`src/rtl/seq_codes_pdec_4to16_accum_if.sv`:
```
// Bus bundle for the index-stream to bit-vector accumulator.
// It carries the input index beats and the reconstructed-frame output port.
interface seq_codes_pdec_4to16_accum_if #(
    parameter int unsigned NBITS = 16,
    parameter int unsigned IDXW  = 4,
    parameter int unsigned CNTW  = 5
);
    logic            in_val;
    logic            in_rdy;
    logic [IDXW-1:0] in_idx;
    logic            in_last;
    logic            out_val;
    logic            out_rdy;
    logic [NBITS-1:0] out_vec;
    logic [CNTW-1:0] out_count;
    logic            out_err;

    modport master (
        output in_val, in_idx, in_last, out_rdy,
        input  in_rdy, out_val, out_vec, out_count, out_err
    );

    modport slave (
        input  in_val, in_idx, in_last, out_rdy,
        output in_rdy, out_val, out_vec, out_count, out_err
    );
endinterface

```
`src/rtl/seq_codes_pdec_4to16_accum.sv`:
```
// Rebuilds a dense bit vector from an ascending stream of set-bit indices.
// A frame is closed by in_last, then held on the output port until accepted.
module seq_codes_pdec_4to16_accum #(
    parameter int unsigned NBITS = 16,
    parameter int unsigned IDXW  = 4,
    parameter int unsigned CNTW  = 5
) (
    input logic clk,
    input logic reset,
    seq_codes_pdec_4to16_accum_if.slave bus
);
    typedef enum logic {ACCUM = 1'b0, HOLD = 1'b1} state_t;

    state_t           state_q, state_d;
    logic [NBITS-1:0] vec_q, vec_d;
    logic [CNTW-1:0]  cnt_q, cnt_d;
    logic             err_q, err_d;
    logic [IDXW-1:0]  prev_q, prev_d;
    logic             first_q, first_d;
    logic             in_rdy_q, out_val_q;

    // Next-state: accumulate beats in ACCUM, clear on output fire in HOLD.
    always_comb begin
        state_d = state_q;
        vec_d   = vec_q;
        cnt_d   = cnt_q;
        err_d   = err_q;
        prev_d  = prev_q;
        first_d = first_q;
        case (state_q)
            ACCUM: begin
                if (bus.in_val) begin
                    vec_d = vec_q | (NBITS'(1) << bus.in_idx);
                    if (cnt_q != {CNTW{1'b1}}) begin
                        cnt_d = cnt_q + CNTW'(1);
                    end
                    if (!first_q && (bus.in_idx <= prev_q)) begin
                        err_d = 1'b1;
                    end
                    prev_d  = bus.in_idx;
                    first_d = 1'b0;
                    if (bus.in_last) begin
                        state_d = HOLD;
                    end
                end
            end
            HOLD: begin
                if (bus.out_rdy) begin
                    vec_d   = '0;
                    cnt_d   = '0;
                    err_d   = 1'b0;
                    first_d = 1'b1;
                    state_d = ACCUM;
                end
            end
            default: state_d = ACCUM;
        endcase
    end

    // Handshake flags are registered copies of the next-state decode.
    always_ff @(posedge clk or posedge reset) begin
        if (reset) begin
            state_q   <= ACCUM;
            vec_q     <= '0;
            cnt_q     <= '0;
            err_q     <= 1'b0;
            prev_q    <= '0;
            first_q   <= 1'b1;
            in_rdy_q  <= 1'b1;
            out_val_q <= 1'b0;
        end else begin
            state_q   <= state_d;
            vec_q     <= vec_d;
            cnt_q     <= cnt_d;
            err_q     <= err_d;
            prev_q    <= prev_d;
            first_q   <= first_d;
            in_rdy_q  <= (state_d == ACCUM);
            out_val_q <= (state_d == HOLD);
        end
    end

    assign bus.in_rdy    = in_rdy_q;
    assign bus.out_val   = out_val_q;
    assign bus.out_vec   = vec_q;
    assign bus.out_count = cnt_q;
    assign bus.out_err   = err_q;
endmodule

```
`src/flat_wrapper.sv`:
```
// flat-port wrapper written by rule: the top's interface ports become plain ports
module seq_codes_pdec_4to16_accum_flat 
#(
    parameter int unsigned NBITS = 16,
    parameter int unsigned IDXW  = 4,
    parameter int unsigned CNTW  = 5
)
  (clk, reset, bus_in_val, bus_in_idx, bus_in_last, bus_out_rdy, bus_in_rdy, bus_out_val, bus_out_vec, bus_out_count, bus_out_err);
  seq_codes_pdec_4to16_accum_if #(.NBITS(NBITS), .IDXW(IDXW), .CNTW(CNTW)) bus_i ();
  input logic clk;
  input logic reset;
  input wire logic [$bits(bus_i.in_val)-1:0] bus_in_val;
  input wire logic [$bits(bus_i.in_idx)-1:0] bus_in_idx;
  input wire logic [$bits(bus_i.in_last)-1:0] bus_in_last;
  input wire logic [$bits(bus_i.out_rdy)-1:0] bus_out_rdy;
  output wire logic [$bits(bus_i.in_rdy)-1:0] bus_in_rdy;
  output wire logic [$bits(bus_i.out_val)-1:0] bus_out_val;
  output wire logic [$bits(bus_i.out_vec)-1:0] bus_out_vec;
  output wire logic [$bits(bus_i.out_count)-1:0] bus_out_count;
  output wire logic [$bits(bus_i.out_err)-1:0] bus_out_err;
  assign bus_i.in_val = bus_in_val;
  assign bus_i.in_idx = bus_in_idx;
  assign bus_i.in_last = bus_in_last;
  assign bus_i.out_rdy = bus_out_rdy;
  assign bus_in_rdy = bus_i.in_rdy;
  assign bus_out_val = bus_i.out_val;
  assign bus_out_vec = bus_i.out_vec;
  assign bus_out_count = bus_i.out_count;
  assign bus_out_err = bus_i.out_err;
  seq_codes_pdec_4to16_accum #(.NBITS(NBITS), .IDXW(IDXW), .CNTW(CNTW)) u_core (.clk(clk), .reset(reset), .bus(bus_i));
endmodule
```
`config.mk`:
```
export PLATFORM = sky130hd
export DESIGN_NAME = seq_codes_pdec_4to16_accum_flat
export DESIGN_NICKNAME = d
export VERILOG_FILES = /design/src/rtl/seq_codes_pdec_4to16_accum_if.sv /design/src/rtl/seq_codes_pdec_4to16_accum.sv /design/src/flat_wrapper.sv
export SDC_FILE = /design/constraint.sdc
export NUM_CORES = 1
export LEC_CHECK = 0
export ABC_AREA = 1
export CAP_MARGIN = 40
export CORE_MARGIN = 10
export CORE_UTILIZATION = 25
export DETAILED_ROUTE_END_ITERATION = 12
export PLACE_DENSITY_LB_ADDON = 0.2
export SETUP_SLACK_MARGIN = 0.15
export SYNTH_ARGS = -nofsm -noshare
export SYNTH_HDL_FRONTEND = slang
export SYNTH_SLANG_ARGS = --single-unit
```
`constraint.sdc`:
```
create_clock -name clk -period 1.7 [get_ports clk]
set_clock_uncertainty 0.1 [all_clocks]
set_input_delay 0.34 -clock clk [delete_from_list [all_inputs] [get_ports clk]]
set_output_delay 0.34 -clock clk [all_outputs]
set_load 0.01 [all_outputs]
```
# After elaboration in Yosys (flattened, before gate mapping)
# Index checks and enable logic that the tools add are counted.
word_totals:
  regBits: 29
  input_bits: 9
  ram_bits: 0
  output_inout_bits: 24
  latchBits: 0
  word_cells: 42
  mem_bits_ro: 0
  mem_count: 0
op_classes:
  n_reduce_logical: 6
  n_shift: 1
  mul: 0
  n_div: 0
  bitwise_logic: 3
  mux: 18
  n_addsub: 1
  eq_ne: 5
  magnitude_cmp: 1
op_table:
  columns: ["cell", "count"]
  rows:
  - ["2-to-1 mux 16 bit", 2]
  - ["one-hot mux 16 bit (2 select lines)", 1]
  - ["OR 16 bit", 1]
  - ["left shift 1 x 4 -> 16 bit, first input constant", 1]
  - ["2-to-1 mux 5 bit", 3]
  - ["one-hot mux 5 bit (2 select lines)", 1]
  - ["2-to-1 mux 1 bit", 8]
  - ["one-hot mux 1 bit (2 select lines)", 3]
  - ["AND reduction 3 bit", 2]
  - ["adder 5 x 1 -> 5 bit, second input constant", 1]
  - ["!= test 5 bit, second input constant", 1]
  - ["<= comparator 4 bit", 1]
  - ["!= test 2 x 1 -> 1 bit, second input constant", 2]
  - ["!= test 2 bit, second input constant", 2]
  - ["AND reduction 2 bit", 2]
  - ["NOT 1 bit", 2]
  - ["logical AND 1 bit", 1]
  - ["zero test 1 bit", 1]

# Logic depth before layout (Yosys ltp)
# Gate-level depths: netlist of the first run.
depth:
  ltp_word: 5
  mapped_depth: 10

# Worst setup path before layout of the first run
# OpenSTA, ideal clock, no wires.
synth_path:
  path_type: "reg2reg"
  from: "reg u_core.cnt_q[0] (netlist: u_core.bus.out_count[0])"
  to: "reg u_core.cnt_q[3] (netlist: u_core.bus.out_count[3])"
  arrival_time_ns: 1.382
  setup_ns: 0.122
  setup_slack_ns: 0.096
  required_ns: 1.478
  n_path_buf: 0
  path_stages_with_launch: 9
  cell_sequence: "dfrtp_1 -> ha_1 -> nand2_1 -> nor2_1 -> ha_1 -> nor2_8 -> nor2_4 -> nor3_1 -> nor2_1"
synth_between:
  elab_chain_len: 4
  elab_cells_between_ends: 7
  cone_classes: "1 x add/sub; 2 x eq/ne; 3 x mux; 1 x reduce/logical"
synth_lines:
  columns: ["element", "line_no", "text"]
  rows:
  - ["from (decl)", "seq_codes_pdec_4to16_accum.sv:16", "logic [CNTW-1:0] cnt_q, cnt_d;"]
  - ["from (signal assigned)", "seq_codes_pdec_4to16_accum.sv:74", "cnt_q <= cnt_d;"]
  - ["adder 5 x 1 -> 5 bit", "seq_codes_pdec_4to16_accum.sv:35", "cnt_d = cnt_q + CNTW'(1);"]
  - ["2-to-1 mux 5 bit", "seq_codes_pdec_4to16_accum.sv:34", "if (cnt_q != {CNTW{1'b1}}) begin"]
  - ["2-to-1 mux 5 bit", "seq_codes_pdec_4to16_accum.sv:32", "if (bus.in_val) begin"]
  - ["one-hot mux 5 bit (2 select lines)", "seq_codes_pdec_4to16_accum.sv:30", "case (state_q)"]
# Parallel ways exist; a longest one is shown, timed or not. The select of a mux whose other input is x is not followed.
# A chain may end at the register's enable or synchronous reset.

# Final worst setup path of the first run
# Same ends and word-level chain as after synthesis.

==> results of run 1 <==
cell type report:
| type | instances | area, sq um |
|---|---|---|
| Fill cell | 508 | 3250 |
| Sequential cell | 29 | 728 |
| Tap cell | 70 | 87.6 |
| Clock buffer | 8 | 90.1 |
| Timing Repair Buffer | 46 | 398 |
| Multi-Input combinational cell | 87 | 541 |
| Inverter | 20 | 82.6 |
per-stage QoR:
step / total power [W] / setup TNS, ps / instances
3_5_place_dp: 0.00166 / -18.7 / 246
2_1_floorplan: 0.00131 / 0 / 138
4_1_cts: 0.00225 / 0 / 259
5_1_grt: 0.00240 / 0 / 260
6_report: 0.00223 / 0 / 260
3_3_place_gp: 0.00163 / 0 / 246
per-layer routing:
metal / track usage [%] / vias to the layer above
li1: - / 553
met1: 10.2 / 534
met2: 13.3 / 31
met3: 4.56 / 5
met4: 2.57 / 0
met5: 0 / -
power by group through the flow:
stage | registers [W] | clock network (W) | logic [W]
4_1_cts | 0.000914 | 0.000601 | 0.000731
5_1_grt | 0.000929 | 0.000640 | 0.000835
6_report | 0.000912 | 0.000580 | 0.000738
3_5_place_dp | 0.000939 | 0 | 0.000717
3_3_place_gp | 0.000933 | 0 | 0.000700
2_1_floorplan | 0.000970 | 0 | 0.000339
kinds of logic (layout without fill, tap and decap cells):
| group | count (synthesis) | after routing | synth area share, % |
|---|---|---|---|
| simple gates | 52 | 52 | 20.6 |
| flops | 29 | 29 | 54.0 |
| fa+ha+maj | 6 | 6 | 5.57 |
| buf+inv | 22 | 74 | 6.87 |
| compound gates | 29 | 29 | 12.9 |
Yosys cell counts:
library cell  instances  share of area [%]
inv_1                12                3.3
dfrtp_1              27                 50
o21a_1                1               0.56
nand2_4               1               0.84
a21oi_2               1               0.65
a21oi_1               5                1.9
nor2_8                2                3.0
nor3_2                1               0.74
o21ai_0               7                2.6
nor2_4                2                1.7
inv_4                 1               0.46
nor2_2                2               0.93
nor2_1                6                1.7
nand3_1               7                2.6
o21ai_1               9                3.3
dfstp_2               2                3.9
buf_2                 2               0.74
nand2_1              26                7.2
ha_1                  6                5.6
nand2_2               1               0.46
nor3_1                4                1.5
o21ai_2               1               0.65
inv_2                 6                1.7
inv_6                 1               0.65
a22o_1                5                3.2
state kept, by name, indices dropped and copies added (netlist names):
name	count
u_core.bus.out_vec	16
u_core.bus.out_count	5
u_core.prev_q	4
u_core.bus.in_rdy	1
u_core.bus.out_err	1
u_core.first_q	1
u_core.state_q	1
critical path, cell delays in order (launching register included):
cell and delay, ps:
dfrtp_1 360, ha_2 190, nand2_2 60, nor2_2 90
ha_2 230, nor2_8 50, nor2_4 140, o21ai_2 60
nand2_1 50, nor2_1 40
what timing repair did:
action / CTS / global route
hold endpoints to repair: 0 / 0
resized for setup: 26 / 3
pin swaps: 5 / 3
buffers inserted: 5 / 1
endpoints found under the setup margin: 29 / 7
final timing paths:
| check | slack (ps) | start | depth (start not counted) | end |
|---|---|---|---|---|
| max reg2reg | 200 | u_core.bus.out_count[0]$_DFFE_PP0P_ | 9 | u_core.bus.out_count[3]$_DFFE_PP0P_ |
| min in group clk | 370 | u_core.first_q$_DFFE_PP1P_ | 2 | u_core.first_q$_DFFE_PP1P_ |
| max in group asynchronous | 840 | reset | 3 | u_core.first_q$_DFFE_PP1P_ |
| max | 200 | u_core.bus.out_count[0]$_DFFE_PP0P_ | 9 | u_core.bus.out_count[3]$_DFFE_PP0P_ |
| min | 330 | reset | 3 | u_core.bus.out_count[3]$_DFFE_PP0P_ |
| min reg2reg | 370 | u_core.first_q$_DFFE_PP1P_ | 2 | u_core.first_q$_DFFE_PP1P_ |
==> flow_summary_export.csv, run 1 <==
group,metric,value,unit
clocking,numCtsBuffers,5,
clocking,hold_buffers,0,
worst_setup_path,arrival,1570,ps
timing,worst_slack,201,ps
routing,drcViolationCount,0,
worst_setup_path,endpoint_kind,"flop",
power,power.internal,0.00151,W
final_layout,design_area,0.00193,sq mm
routing,routed_via_density,4.32,
place,pre_cts_slack,-14.4,ps
clocking,clkLatencyLatePin,280,ps
power,seq_power_share,40.9,%
worst_setup_path,startpoint_type,"flop",
timing,tightestPinTransition,381,ps
routing,highest_layer,"met4",
timing,final-setup-viol-count,0,
timing,hold_viol,0,
place,gp_congestion,0.803,
global_route,grt_first_pass_wirelength,5960,um
worst_setup_path,path_max_fanout,5,
routing,drt_iter0_drc,51,
yosys,yosys_warnings,0,
floorplanning,dieWidth,93.4,um
floorplanning,ios,33,
power,p_per_area,1160,mW/mm^2
final_layout,nets,204,
final_layout,area_delta_synth_final,43.0,%
floorplanning,die_h,93.4,um
final_layout,drive_gt1_share,24.2,%
status,status,"complete, no violations",
yosys,avgSynthCellArea,9.76,sq um
timing,rsz0062_at_grt,"true",
yosys,synth_nets,153,
global_route,grt_pass1_vias,1195,
power,switchingPower,0.000725,W
power,p_clk_share,26.0,%
place,hpwl,2630,um
yosys,seq_area_frac_synth,54.0,%
final_layout,final_common_cell,"dfrtp_1",
routing,wl_met2,1610,um
power,peakVddDrop,0.551,mV
power,netSwitchingFraction,32.5,%
routing,routedWlPerCell,13.3,um
clocking,cts_tree,"yes",
global_route,antenna_found_initial,0,
final_layout,n_antenna_cell,0,
place,port_buffers,32,
hold_path,min_path_type,"in2async",
final_layout,final_cell_mix,"dfrtp_1, nand2_1, dlygate4sd2_1",
power,combPwrFrac,33.1,%
global_route,grt_start_max_net_pins,30,
worst_setup_path,worstPathRequired,1770,ps
routing,met3_length,312,um
floorplanning,core-area,0.00517,sq mm
final_layout,finish.utilization,37.3,%
clocking,clkSinkCount,29,
clocking,clockBufferDepth,2,
clocking,h-tree-depth,2,
routing,firstDrtPassIters,4,
place,postPlaceCellArea,0.00181,sq mm
yosys,synthDistinctLibCells,25,
floorplanning,dieArea,0.00873,sq mm
routing,drt_wl_total,3470,um
yosys,ys_ff_latch,29,
timing,period_minus_slack,1500,ps
clocking,clkSlewWorstSetupHoldPaths,70,ps
yosys,synth_area,0.00135,sq mm
yosys,syn_inst,138,
timing,fin_crit_sh,88.2,%
timing,max_freq,667,MHz
routing,wl_met1,1520,um
floorplanning,num_rows,26,
floorplanning,start_util,26.1,%
global_route,grt_overflow,0,
routing,postRouteAntennaNets,0,
timing,hold_slack,334,ps
global_route,groute.usage.overall,8.64,%
power,leakagePower,0.990,nW
run,cap_violations,0,
timing,drv_slew,0,
worst_setup_path,crit_type,"reg2reg",
timing,slew_headroom,74.6,%
routing,vias,1123,
clocking,cts-root-buf,"clkbuf_8",
Note: power is estimated with default switching activity, not from simulation.
==> run 2: changes to the inputs <==
--- a/config.mk
+++ b/config.mk
@@ -15,3 +15,4 @@
 export SYNTH_ARGS = -nofsm -noshare
 export SYNTH_HDL_FRONTEND = slang
 export SYNTH_SLANG_ARGS = --single-unit
+export TNS_END_PERCENT = 100
==> results of run 2 <==
Final layout, timing and power as in run 1 (identical DEF).
==> run 3: changes to the inputs <==
--- a/config.mk
+++ b/config.mk
@@ -9,8 +9,8 @@
 export CAP_MARGIN = 40
 export CORE_MARGIN = 10
 export CORE_UTILIZATION = 25
+export CTS_CLUSTER_DIAMETER = 30
 export DETAILED_ROUTE_END_ITERATION = 12
-export PLACE_DENSITY_LB_ADDON = 0.2
 export SETUP_SLACK_MARGIN = 0.15
 export SYNTH_ARGS = -nofsm -noshare
 export SYNTH_HDL_FRONTEND = slang
==> run 3 against run 2 <==
  * Cell area rose by 0.71%
  * Global-route usage shrank 0.46 points
  * Die area did not move
  * Flip-flop and latch count unchanged
  * Critical path type unchanged
  * Highest routed layer unchanged
==> flow_summary_export.csv, run 3 (synthesized netlist as in run 1, its figures left out) <==
group,metric,value,unit
place,port_buffers,32,
clocking,clkSinkCount,29,
routing,vias,1082,
clocking,cts-root-buf,"clkbuf_8",
global_route,groute.usage.overall,8.18,%
power,p_clk_share,24.6,%
worst_setup_path,crit_top_cell,"ha_2",
worst_setup_path,crit_type,"reg2reg",
floorplanning,num_rows,26,
worst_setup_path,startpoint_type,"flop",
timing,period_minus_slack,1550,ps
timing,drv_slew,0,
worst_setup_path,startpoint,"u_core.bus.out_count[0]$_DFFE_PP0P_",
timing,rsz0062_at_grt,"true",
worst_setup_path,cp_top_family,"adder cells",
run,cap_violations,0,
worst_setup_path,crit_chain,"ha_2, nand2_2, nor2_2, ha_2, nor2_8, nor2_4, a22o_1",
timing,max_freq,645,MHz
place,gp_congestion,0.776,
timing,final-setup-viol-count,0,
clocking,clkLatencyLatePin,270,ps
status,status,"complete, no violations",
power,switchingPower,0.000716,W
final_layout,seqCellArea,728,sq um
final_layout,area_delta_synth_final,44.0,%
clocking,h-tree-depth,2,
routing,routed_via_density,4.15,
worst_setup_path,slowest_delay,410,ps
power,peakVddDrop,0.278,mV
power,leakagePower,0.997,nW
hold_path,min_path_type,"in2async",
floorplanning,dieWidth,93.4,um
global_route,antenna_found_initial,0,
clocking,clockBufferDepth,2,
worst_setup_path,arrival,1620,ps
routing,firstDrtPassIters,4,
clocking,cts_tree,"yes",
final_layout,final_common_cell,"dfrtp_1",
floorplanning,ios,33,
final_layout,multi_input_area,542,sq um
timing,hold_viol,0,
final_layout,final_cell_mix,"dfrtp_1, nand2_1, dlygate4sd2_1",
worst_setup_path,critPathSlowestCell,"dfrtp_1",
final_layout,drive_gt1_share,25.1,%
clocking,clkSlewWorstSetupHoldPaths,60,ps
floorplanning,dieArea,0.00873,sq mm
floorplanning,die_h,93.4,um
routing,drt_iter0_drc,45,
floorplanning,start_util,26.1,%
routing,routedWlPerCell,12.4,um
final_layout,nets,205,
power,power,0.00218,W
routing,drt_wl_total,3230,um
routing,drcViolationCount,0,
worst_setup_path,path_max_fanout,5,
final_layout,n_antenna_cell,0,
worst_setup_path,reg2reg_depth,7,
timing,fin_crit_sh,91.2,%
global_route,grt_pass1_vias,1157,
final_layout,fillers,526,
power,netSwitchingFraction,32.8,%
power,seq_power_share,42.1,%
global_route,grt_overflow,0,
timing,tightestPinTransition,294,ps
worst_setup_path,reg2reg_from,"u_core.bus.out_count[0]$_DFFE_PP0P_",
final_layout,finish.utilization,37.5,%
clocking,numCtsBuffers,5,
worst_setup_path,critPathBufInv,0,
worst_setup_path,endpoint_kind,"flop",
timing,slew_headroom,80.2,%
routing,postRouteAntennaNets,0,
global_route,grt_first_pass_wirelength,5510,um
timing,finalSetupTns,0,ps
power,p_per_area,1120,mW/mm^2
worst_setup_path,path_depth,7,
place,hpwl,2460,um
global_route,grt_start_max_net_pins,30,
power,combPwrFrac,33.3,%
floorplanning,core-area,0.00517,sq mm
final_layout,largest_reg_flops,16,
worst_setup_path,worstPathRequired,1760,ps
power,power.internal,0.00146,W
[run 3: cell types whose count changed in the layout (fill, tap and decap cells not counted), sizes merged]
cell    before  now
clkinv       0    2
clkbuf       8    6
buf         14   15
[run 3: path summary, 6_finish.rpt]
check / end / slack (ps)
min in group clk: u_core.first_q$_DFFE_PP1P_ / 370
worst min-delay path: u_core.bus.out_count[3]$_DFFE_PP0P_ / 290
worst min register to register: u_core.first_q$_DFFE_PP1P_ / 370
worst max-delay path: u_core.bus.out_count[1]$_DFFE_PP0P_ / 150
max in group asynchronous: u_core.first_q$_DFFE_PP1P_ / 970
worst max register to register: u_core.bus.out_count[1]$_DFFE_PP0P_ / 150
[run 3: timing repair]
action	in CTS	in global routing
buffers inserted	4	1
pin swaps	2	2
endpoints found under the hold margin	0	0
gates resized for setup	24	5
endpoints found under the setup margin	28	7
hold buffers	0	0
[run 3: power by group through the flow]
stage	clock, W	sequential, W	combinational, W
detailed placement	0	0.000939	0.000716
global route	0.000590	0.000938	0.000822
CTS	0.000555	0.000917	0.000719
finish	0.000537	0.000919	0.000725
floorplan	0	0.000970	0.000339
global placement	0	0.000938	0.000707
[run 3: layer usage]
layer / track usage (%) / part of all wire, % / vias to the layer above
li1: - / - / 555
met1: 9.17 / 43 / 495
met2: 12.2 / 44 / 28
met3: 4.48 / 10 / 4
met4: 4.37 / 2.3 / 0
met5: 0 / 0 / -
[run 3: cell type report]
cell class,count,area share (%)
timing repair buffer,47,21.5
sequential,29,37.5
multi-input combinational,87,27.9
inverter,20,4.26
tap,70,4.51
clock inverter,2,0.516
clock buffer,6,3.74
[run 3: through the flow]
stage	worst slack [ps]	area (sq um)	std cells	hold slack [ps]
global route	85.4	1940	261	313
floorplan	169	1350	138	317
detailed placement	-8.30	1840	248	368
finish	149	1940	261	288
CTS	155	1920	260	295
global placement	9.09	1840	248	361
[run 3: worst register-to-register path, cell delays in order (launching register included)]
cell	delay, ps
dfrtp_1	410
ha_2	200
nand2_2	70
nor2_2	40
ha_2	210
nor2_8	130
nor2_4	70
a22o_1	210
